$ cat config.mk
export PLATFORM = sky130hd
export DESIGN_NAME = sseg_scan_decoder
export DESIGN_NICKNAME = d
export VERILOG_FILES = /design/src/rtl/sseg_scan_decoder.sv
export SDC_FILE = /design/constraint.sdc
export NUM_CORES = 1
export LEC_CHECK = 0
export BUFFER_PORTS_ARGS = -buffer_cell sky130_fd_sc_hd__buf_2
export CORE_UTILIZATION = 50
export CTS_CLUSTER_SIZE = 40
export DETAILED_ROUTE_END_ITERATION = 10
export PLACE_DENSITY_LB_ADDON = 0.2
export SLEW_MARGIN = 20
export SYNTH_ARGS = -nofsm -noshare
export SYNTH_HDL_FRONTEND = slang
export SYNTH_SLANG_ARGS = --single-unit
$ cat constraint.sdc
create_clock -name clk -period 6.8 [get_ports clk]
set_input_delay 1.02 -clock clk [delete_from_list [all_inputs] [get_ports clk]]
set_output_delay 1.02 -clock clk [all_outputs]
set_load 0.02 [all_outputs]
$ cat src/rtl/sseg_scan_decoder.sv
// ============================================================================
// Module   : sseg_scan_decoder
// Brief    : Recovers hex nibbles from a multiplexed active-low 7-segment bus
//            and publishes a frame once it has repeated STABLE_FRAMES times.
// Revision : 1.0 - initial release
// ============================================================================
`default_nettype none

module sseg_scan_decoder #(
    parameter int N_DIGITS      = 4,
    parameter int SETTLE_CYCLES = 3,
    parameter int STABLE_FRAMES = 2
) (
    input  logic                    clk,
    input  logic                    rst,
    input  logic [0:6]              sseg,
    input  logic [N_DIGITS-1:0]     an,
    output logic [4*N_DIGITS-1:0]   digits,
    output logic [N_DIGITS-1:0]     digit_err,
    output logic                    valid,
    output logic                    frame_done,
    output logic                    an_err
);

    localparam int       c_IDX_W  = (N_DIGITS > 1) ? $clog2(N_DIGITS) : 1;
    localparam logic [7:0] c_SETTLE = 8'(SETTLE_CYCLES);
    localparam logic [3:0] c_STABLE = 4'(STABLE_FRAMES);

    typedef enum logic [1:0] {
        S_IDLE    = 2'd0,
        S_SETTLE  = 2'd1,
        S_CAPTURE = 2'd2,
        S_HOLD    = 2'd3
    } state_t;

    state_t                 r_state;
    logic [c_IDX_W-1:0]     r_curK;
    logic [N_DIGITS-1:0]    r_curAn;
    logic [0:6]             r_curSeg;
    logic [7:0]             r_cnt;
    logic [4*N_DIGITS-1:0]  r_shadowNib;
    logic [N_DIGITS-1:0]    r_shadowErr;
    logic [4*N_DIGITS-1:0]  r_prevNib;
    logic [N_DIGITS-1:0]    r_prevErr;
    logic                   r_havePrev;
    logic [N_DIGITS-1:0]    r_captured;
    logic [3:0]             r_matchCnt;

    logic                   w_anyLow;
    logic                   w_multiLow;
    logic [c_IDX_W-1:0]     w_selIdx;
    logic                   w_select;
    logic                   w_illegal;
    logic                   w_changed;
    logic                   w_doEval;
    state_t                 w_evalState;
    logic [7:0]             w_cntInc;
    logic [3:0]             w_decNib;
    logic                   w_decErr;
    logic [4*N_DIGITS-1:0]  w_nibNext;
    logic [N_DIGITS-1:0]    w_errNext;
    logic [N_DIGITS-1:0]    w_capMask;
    logic                   w_frameComplete;
    logic                   w_sameFrame;
    logic [3:0]             w_matchNext;

    always_comb begin
        w_anyLow   = 1'b0;
        w_multiLow = 1'b0;
        w_selIdx   = '0;
        for (int i = 0; i < N_DIGITS; i++) begin
            if (!an[i]) begin
                if (w_anyLow) w_multiLow = 1'b1;
                w_anyLow = 1'b1;
                w_selIdx = i[c_IDX_W-1:0];
            end
        end
    end

    assign w_select  = w_anyLow && !w_multiLow;
    assign w_illegal = w_multiLow;
    assign w_changed = (an != r_curAn) || (sseg != r_curSeg);
    assign w_cntInc  = r_cnt + 8'd1;

    // A change while settling or holding is treated exactly like a fresh IDLE look.
    assign w_doEval    = (r_state == S_IDLE) ||
                         (((r_state == S_SETTLE) || (r_state == S_HOLD)) && w_changed);
    assign w_evalState = !w_select ? S_IDLE :
                         (c_SETTLE <= 8'd1) ? S_CAPTURE : S_SETTLE;

    always_comb begin
        w_decNib = 4'h0;
        w_decErr = 1'b0;
        case (r_curSeg)
            7'b0000001: w_decNib = 4'h0;
            7'b1001111: w_decNib = 4'h1;
            7'b0010010: w_decNib = 4'h2;
            7'b0000110: w_decNib = 4'h3;
            7'b1001100: w_decNib = 4'h4;
            7'b0100100: w_decNib = 4'h5;
            7'b0100000: w_decNib = 4'h6;
            7'b0001111: w_decNib = 4'h7;
            7'b0000000: w_decNib = 4'h8;
            7'b0000100: w_decNib = 4'h9;
            7'b0001000: w_decNib = 4'hA;
            7'b1100000: w_decNib = 4'hB;
            7'b0110001: w_decNib = 4'hC;
            7'b1000010: w_decNib = 4'hD;
            7'b0110000: w_decNib = 4'hE;
            7'b0111000: w_decNib = 4'hF;
            default:    w_decErr = 1'b1;
        endcase
    end

    // Shadow frame as it will look after this capture, used for the completion compare.
    always_comb begin
        w_nibNext = r_shadowNib;
        w_errNext = r_shadowErr;
        w_capMask = r_captured;
        for (int i = 0; i < N_DIGITS; i++) begin
            if (r_curK == i[c_IDX_W-1:0]) begin
                w_nibNext[4*i +: 4] = w_decNib;
                w_errNext[i]        = w_decErr;
                w_capMask[i]        = 1'b1;
            end
        end
    end

    assign w_frameComplete = (r_state == S_CAPTURE) && (&w_capMask);
    assign w_sameFrame     = r_havePrev && (w_nibNext == r_prevNib) && (w_errNext == r_prevErr);
    assign w_matchNext     = !w_sameFrame ? 4'd1 :
                             (r_matchCnt >= c_STABLE) ? c_STABLE : (r_matchCnt + 4'd1);

    always_ff @(posedge clk or negedge rst) begin
        if (!rst) begin
            r_state     <= S_IDLE;
            r_curK      <= '0;
            r_curAn     <= '1;
            r_curSeg    <= '1;
            r_cnt       <= '0;
            r_shadowNib <= '0;
            r_shadowErr <= '0;
            r_prevNib   <= '0;
            r_prevErr   <= '0;
            r_havePrev  <= 1'b0;
            r_captured  <= '0;
            r_matchCnt  <= '0;
            digits      <= '0;
            digit_err   <= '0;
            valid       <= 1'b0;
            frame_done  <= 1'b0;
            an_err      <= 1'b0;
        end else begin
            an_err     <= 1'b0;
            frame_done <= 1'b0;
            if (w_doEval) begin
                r_state <= w_evalState;
                an_err  <= w_illegal;
                if (w_select) begin
                    r_curK   <= w_selIdx;
                    r_curAn  <= an;
                    r_curSeg <= sseg;
                    r_cnt    <= 8'd1;
                end
            end else begin
                case (r_state)
                    S_SETTLE: begin
                        r_cnt <= w_cntInc;
                        if (w_cntInc >= c_SETTLE) r_state <= S_CAPTURE;
                    end
                    S_CAPTURE: begin
                        r_state     <= S_HOLD;
                        r_shadowNib <= w_nibNext;
                        r_shadowErr <= w_errNext;
                        if (w_frameComplete) begin
                            r_captured <= '0;
                            frame_done <= 1'b1;
                            r_prevNib  <= w_nibNext;
                            r_prevErr  <= w_errNext;
                            r_havePrev <= 1'b1;
                            r_matchCnt <= w_matchNext;
                            if (w_matchNext == c_STABLE) begin
                                digits    <= w_nibNext;
                                digit_err <= w_errNext;
                                valid     <= 1'b1;
                            end
                        end else begin
                            r_captured <= w_capMask;
                        end
                    end
                    default: ;
                endcase
            end
        end
    end

endmodule

`default_nettype wire

Word level (Yosys, flattened, before mapping)
Cells that the tools add are included.
- register bits: 95
- input bits: 13
- output and inout bits: 23
- add/sub/neg operators: 2
- $lt $le $gt $ge: 2
- equality and inequality tests: 28
- muxes and demuxes: 40
- bitwise operators: 1
- reduce and logical (&&, ||, !) cells: 22
- operators by type and width (operator ; count):
    4-bit one-hot mux with 15 select lines ; 1
    7-bit by 6-bit equality test with 1-bit output (second input constant) ; 5
    7-bit equality test (second input constant) ; 4
    4-bit 2-to-1 mux ; 7
    1-bit 2-to-1 mux ; 24
    8-bit 2-to-1 mux ; 3
    16-bit equality test ; 1
    16-bit OR reduction ; 1
    7-bit by 3-bit equality test with 1-bit output (second input constant) ; 2
    7-bit by 4-bit equality test with 1-bit output (second input constant) ; 2
    8-bit by 1-bit adder with 8-bit output (second input constant) ; 1
    2-bit equality test (second input constant) ; 4
    8-bit by 2-bit >= comparator with 1-bit output (second input constant) ; 1
    2-bit 2-to-1 mux ; 4
    2-bit AND reduction ; 4
    4-bit AND reduction ; 2
    7-bit by 1-bit equality test with 1-bit output (second input constant) ; 1
    7-bit by 5-bit equality test with 1-bit output (second input constant) ; 1
    7-bit zero test ; 1
    7-bit != test ; 1
    1-bit logical AND ; 5
    4-bit by 1-bit adder with 4-bit output (second input constant) ; 1
    2-bit by 1-bit equality test with 1-bit output (second input constant) ; 2
    4-bit by 2-bit equality test with 1-bit output (second input constant) ; 1
    13 further kinds ; 16

Depth between registers and ports, before layout
- word-level depth: 10
- mapped depth: 12
- depth with buffers taken out: 9

Worst setup path after synthesis
OpenSTA, ideal clock, no wires.
- path type: reg-to-reg
- from: reg r_curSeg[5] (netlist bit)
- to: reg digit_err[3]
- library setup time: 0.125 ns
- arrival: 3.195 ns
- required time: 6.675 ns
- path slack: 3.480 ns
- stages on the path, launching flop included: 12
- path buffers: 3
- path through: dfstp_2 > buf_2 > and3b_1 > a32o_1 > buf_2 > a221o_1 > or4_4 > a2111oi_4 > o2111ai_2 > nor4_4 > buf_6 > mux2_4
- word-level cells in the longest chain between the ends: 9
- elaborated cells on any way between the ends: 39
- those cells by class: eq/ne: 19; mux: 11; bitwise: 1; reduce/logical: 8
- ends and longest elaborated chain (item ; line ; source):
    start, declared ; 39 ; logic [0:6] r_curSeg;
    start signal, assigned ; 162 ; r_curSeg <= sseg;
    7-bit by 6-bit equality test with 1-bit output (tied with other cells) ; 94 ; case (r_curSeg)
    4-bit one-hot mux with 15 select lines or 16-bit OR reduction (tied branches) ; n/a ;
    4-bit 2-to-1 mux or 1-bit 2-to-1 mux (tied branches) ; 121, 94 ;
    16-bit equality test or 1-bit 2-to-1 mux (tied branches) ; 130, 121 ;
    1-bit logical AND or 4-bit equality test (tied branches) ; 130 ; assign w_sameFrame = r_havePrev && (w_nibNext == r_prevNib) && (w_errNext == r_prevErr);
    1-bit logical AND ; 130 ;
    4-bit 2-to-1 mux ; 131 ; assign w_matchNext = !w_sameFrame ? 4'd1 :
    4-bit by 2-bit equality test with 1-bit output ; 182 ; if (w_matchNext == c_STABLE) begin
    4-bit AND reduction (no source line) ; n/a ;
    end signal, assigned ; 184 ; digit_err <= w_errNext;
    end, declared ; 19 ; output logic [N_DIGITS-1:0] digit_err,
Parallel ways exist; a longest one is shown, timed or not.
A chain may end at the register's enable or synchronous reset.

Final worst setup path
- from: reg r_curSeg[2] (netlist bit)
- to: reg digits[3]
- word-level cells in the longest chain between the ends: 9
- elaborated cells on any way between the ends: 39
- those cells by class: eq/ne: 19; mux: 11; bitwise: 1; reduce/logical: 8
- ends and longest elaborated chain (item ; line ; source):
    7-bit by 6-bit equality test with 1-bit output (tied with other cells) ; 94 ;
    4-bit one-hot mux with 15 select lines or 16-bit OR reduction (tied branches) ; n/a ;
    4-bit 2-to-1 mux or 1-bit 2-to-1 mux (tied branches) ; 121, 94 ;
    16-bit equality test or 1-bit 2-to-1 mux (tied branches) ; 130, 121 ;
    1-bit logical AND or 4-bit equality test (tied branches) ; 130 ;
    1-bit logical AND ; 130 ;
    4-bit 2-to-1 mux ; 131 ;
    4-bit by 2-bit equality test with 1-bit output ; 182 ;
    4-bit AND reduction (no source line) ; n/a ;
    end signal, assigned ; 183 ; digits <= w_nibNext;
    end, declared ; 18 ; output logic [4*N_DIGITS-1:0] digits,
Parallel ways exist; a longest one is shown, timed or not.

==> results.txt <==
Detailed-placement wirelength estimate -> 10,700 µm
Global-route congestion overflow total -> 0
Global-route wire length before repair -> 24,400 µm
TritonCTS clock tree -> done
Highest attainable clock frequency -> 0.223 GHz
Final estimated routing congestion in global placement -> 0.935
Buffers inserted by post-CTS timing repair -> 0
Register area share after synthesis -> 41.5%
Buffers from clock root to sink, at most -> 2
Worst Setup Slack post-DPL -> 2.35 ns
Crit path capture type -> flop
Post-DR vias/cell -> 6.19
Clock latency on the worst-skew pair -> 0.35 ns
Delay of the slowest critical-path stage -> 0.80 ns
Number of I/O port buffers -> 35
Total power density per cell area -> 218 nW/µm²
Final setup viols -> 0
Leak pwr -> 2.62 nW
Post-synthesis instance total -> 638
Number of DRC violations after detailed routing -> 0
Number of primary I/O pins -> 36
CTS buffer count -> 9
Post-Syn Area per Cell -> 9.03 µm²
Peak fanout along the critical path -> 14
Total inserted antenna cells -> 0
Fraction of final layout cells sized beyond drive strength 1 -> 15.6%
Max IR drop VDD -> 121 µV
Starting density of the core -> 52.2%
Area taken by multi-input logic gates -> 3100 µm²
Flip-flop and latch count after synthesis -> 95
Status -> finished clean
Required time worst endpoint -> 7.08 ns
Area of the die -> 12,000 µm²
Cell at the root of the clock tree -> sky130_fd_sc_hd__clkbuf_16
Number of rows in the core area -> 38
Total Nets Final -> 669
Synthesis-to-layout area growth -> 8.15%
Width of the die -> 109 µm
Total Routed Length -> 14,700 µm
Vias in the first global route -> 4,675
Final hold vios -> 0
Actual transition at the worst max-transition pin -> 0.979 ns
Vias -> 4,921
Maxcap violations -> 0
Post-DRT Antenna Nets -> 0
Final count of pins violating max slew -> 0
Warnings from Yosys -> 0
Antenna violations before repair -> 0
Worst Path Arrival -> 4.75 ns
Combined flip-flop and latch cell area -> 2390 µm²
CP Cell Sequence -> and4bb_2 -> a32o_1 -> a211oi_2 -> xnor2_1 -> a2111oi_4 -> o2111ai_2 -> nor4_4 -> buf_4 -> mux2i_1
Final period util -> 65.8%
Gates resized, CTS repair -> 0
Synth cell types -> 78
Core Util, Final -> 56.5%
Height of the chip -> 109 µm
Count of routing violations after the opening detailed-route iteration -> 443
Clock Skews -> 0.0103 ns
Largest net degree at the start of global routing -> 57
Most common cell after layout, fill and taps aside -> sky130_fd_sc_hd__dfrtp_1
Clock input transition at the sequential cells of the worst setup and hold paths -> 0.06 ns
Synth Flop Type -> sky130_fd_sc_hd__dfrtp_1
Highest-delay cell along the critical path -> sky130_fd_sc_hd__a211oi_2
Worst Setup Start Kind -> flop
Number of fill cells in the layout -> 999
Worst hold-check path type -> reg -> reg
Setup TNS after final layout -> 0 ns
Post-synth EDFFs -> 0
Clock tree sinks -> 95
Top library cells by usage in the layout, fill and taps aside -> sky130_fd_sc_hd__dfrtp_1 (84), sky130_fd_sc_hd__nor2_1 (68), sky130_fd_sc_hd__nand2_1 (58)
H-tree depth -> 3
Number of iterations in the first detailed-routing pass -> 5
Number of buffers inserted by hold repair at cts -> 0
Async set or reset register ratio after synthesis -> 100%
Global router's overall resource usage -> 26.9%
Minimum clock period after layout -> 4.48 ns
Setup repair after global routing missed its margin -> false
Final setup slack of the worst path -> 2.32 ns
CP Class -> reg -> reg
Syn_nets -> 655
Cell area after technology mapping -> 5760 µm²
Worst slew slack as a fraction of its limit -> 34.6%
Wire length per cell after detailed routing -> 18.5 µm
Standard cell core area -> 11,000 µm²
==> per-stage QoR <==
stage / hold WS [ns] / instance area [µm²] / total power [W] / std cells
after floorplan: 0.419 / 5760 / 0.000834 / 638
after global placement: 0.434 / 5970 / 0.000897 / 781
after detailed placement: 0.448 / 5970 / 0.000903 / 781
after CTS: 0.463 / 6230 / 0.00137 / 795
after global routing: 0.492 / 6230 / 0.00142 / 795
final: 0.465 / 6230 / 0.00136 / 795
==> synth_stat cells, types with 3 or more instances <==
cell / n / area share, %
sky130_fd_sc_hd__a2111oi_0: 3 / 0.46
sky130_fd_sc_hd__a211oi_1: 5 / 0.65
sky130_fd_sc_hd__a21oi_1: 48 / 4.2
sky130_fd_sc_hd__a22o_1: 3 / 0.46
sky130_fd_sc_hd__a22oi_1: 5 / 0.65
sky130_fd_sc_hd__a31oi_1: 8 / 0.87
sky130_fd_sc_hd__a32oi_1: 3 / 0.46
sky130_fd_sc_hd__a41oi_1: 3 / 0.46
sky130_fd_sc_hd__and2_1: 7 / 0.76
sky130_fd_sc_hd__and3_1: 8 / 0.87
sky130_fd_sc_hd__buf_2: 8 / 0.70
sky130_fd_sc_hd__buf_6: 4 / 0.78
sky130_fd_sc_hd__clkbuf_1: 22 / 1.4
sky130_fd_sc_hd__dfrtp_1: 84 / 36
sky130_fd_sc_hd__dfstp_2: 11 / 5.0
sky130_fd_sc_hd__ha_1: 4 / 0.87
sky130_fd_sc_hd__inv_1: 25 / 1.6
sky130_fd_sc_hd__mux2_2: 15 / 2.9
sky130_fd_sc_hd__mux2_4: 7 / 1.8
sky130_fd_sc_hd__mux2i_1: 15 / 2.6
sky130_fd_sc_hd__nand2_1: 58 / 3.8
sky130_fd_sc_hd__nand2b_1: 22 / 2.4
sky130_fd_sc_hd__nand3_1: 11 / 0.96
sky130_fd_sc_hd__nand3b_1: 4 / 0.52
sky130_fd_sc_hd__nand4_1: 10 / 1.1
sky130_fd_sc_hd__nor2_1: 68 / 4.4
sky130_fd_sc_hd__nor2b_1: 5 / 0.54
sky130_fd_sc_hd__nor3_1: 11 / 0.96
sky130_fd_sc_hd__nor4_1: 3 / 0.33
sky130_fd_sc_hd__o2111ai_1: 5 / 0.76
sky130_fd_sc_hd__o211ai_1: 3 / 0.39
sky130_fd_sc_hd__o21ai_0: 49 / 4.3
sky130_fd_sc_hd__o22ai_1: 8 / 0.87
sky130_fd_sc_hd__o31ai_1: 5 / 0.65
sky130_fd_sc_hd__or2_2: 3 / 0.33
sky130_fd_sc_hd__or3_1: 3 / 0.33
sky130_fd_sc_hd__xnor2_1: 22 / 3.3
sky130_fd_sc_hd__xor2_1: 4 / 0.61
==> metal layers <==
layer	track usage, %	up-vias	share of wire (%)
li1	-	2331	-
met3	4.51	38	6.3
met5	0	-	0
met1	37.7	2389	46
met4	13.0	0	3.5
met2	40.3	163	45
==> kinds of logic after synthesis <==
kind of cell / synth area share (%)
AO/OA/AOI/OAI: 20.0
adder cells (fa/ha/maj): 0.869
buffers and inverters: 4.73
XOR/XNOR: 3.95
multiplexers: 7.95
flip-flops: 41.5
AND/OR/NAND/NOR: 21.0
==> final cells by class <==
cell class                      instances  share of cell area, %
Clock inverter                          4                  0.522
Multi-Input combinational cell        481                   49.7
Sequential cell                        95                   38.4
Tap cell                              140                   2.81
Inverter                               26                   1.57
Timing Repair Buffer                   39                   3.33
Clock buffer                           10                   3.68
==> critical path: cells and delay by family, from the launching register on <==
family	cells	cell delay, ns
compound gates	4	1.74
simple gates	2	1.09
mux	1	0.22
xor+xnor	1	0.28
buf+inv	1	0.38
flops	1	0.67
==> report_power, final <==
group          internal (W)  switching (W)
Combinational     0.0000927       0.000166
Sequential         0.000591      0.0000484
Clock              0.000246       0.000213
Total              0.000929       0.000428
==> registers in the layout, summed over array words and instances (netlist names), 7 cells and up <==
name and cells:
digits 16, r_prevNib 16, r_shadowNib 16, r_cnt 8
r_curSeg 7
==> worst paths after layout <==
path                            slack (ns)                   endpoint                    start  cells past startpoint
worst max-delay path                  2.32      digits[3]$_DFFE_PN0P_  r_curSeg[2]$_DFFE_PN1P_                      9
worst min-delay path                  0.46     r_havePrev$_DFFE_PN0P_   r_havePrev$_DFFE_PN0P_                      2
worst max register to register        2.32      digits[3]$_DFFE_PN0P_  r_curSeg[2]$_DFFE_PN1P_                      9
worst min register to register        0.46     r_havePrev$_DFFE_PN0P_   r_havePrev$_DFFE_PN0P_                      2
max in group asynchronous             5.09   r_prevErr[1]$_DFFE_PN0P_                      rst                      2
min in group asynchronous             0.64  r_prevNib[15]$_DFFE_PN0P_                      rst                      1
(Power assumes the default switching activity.)
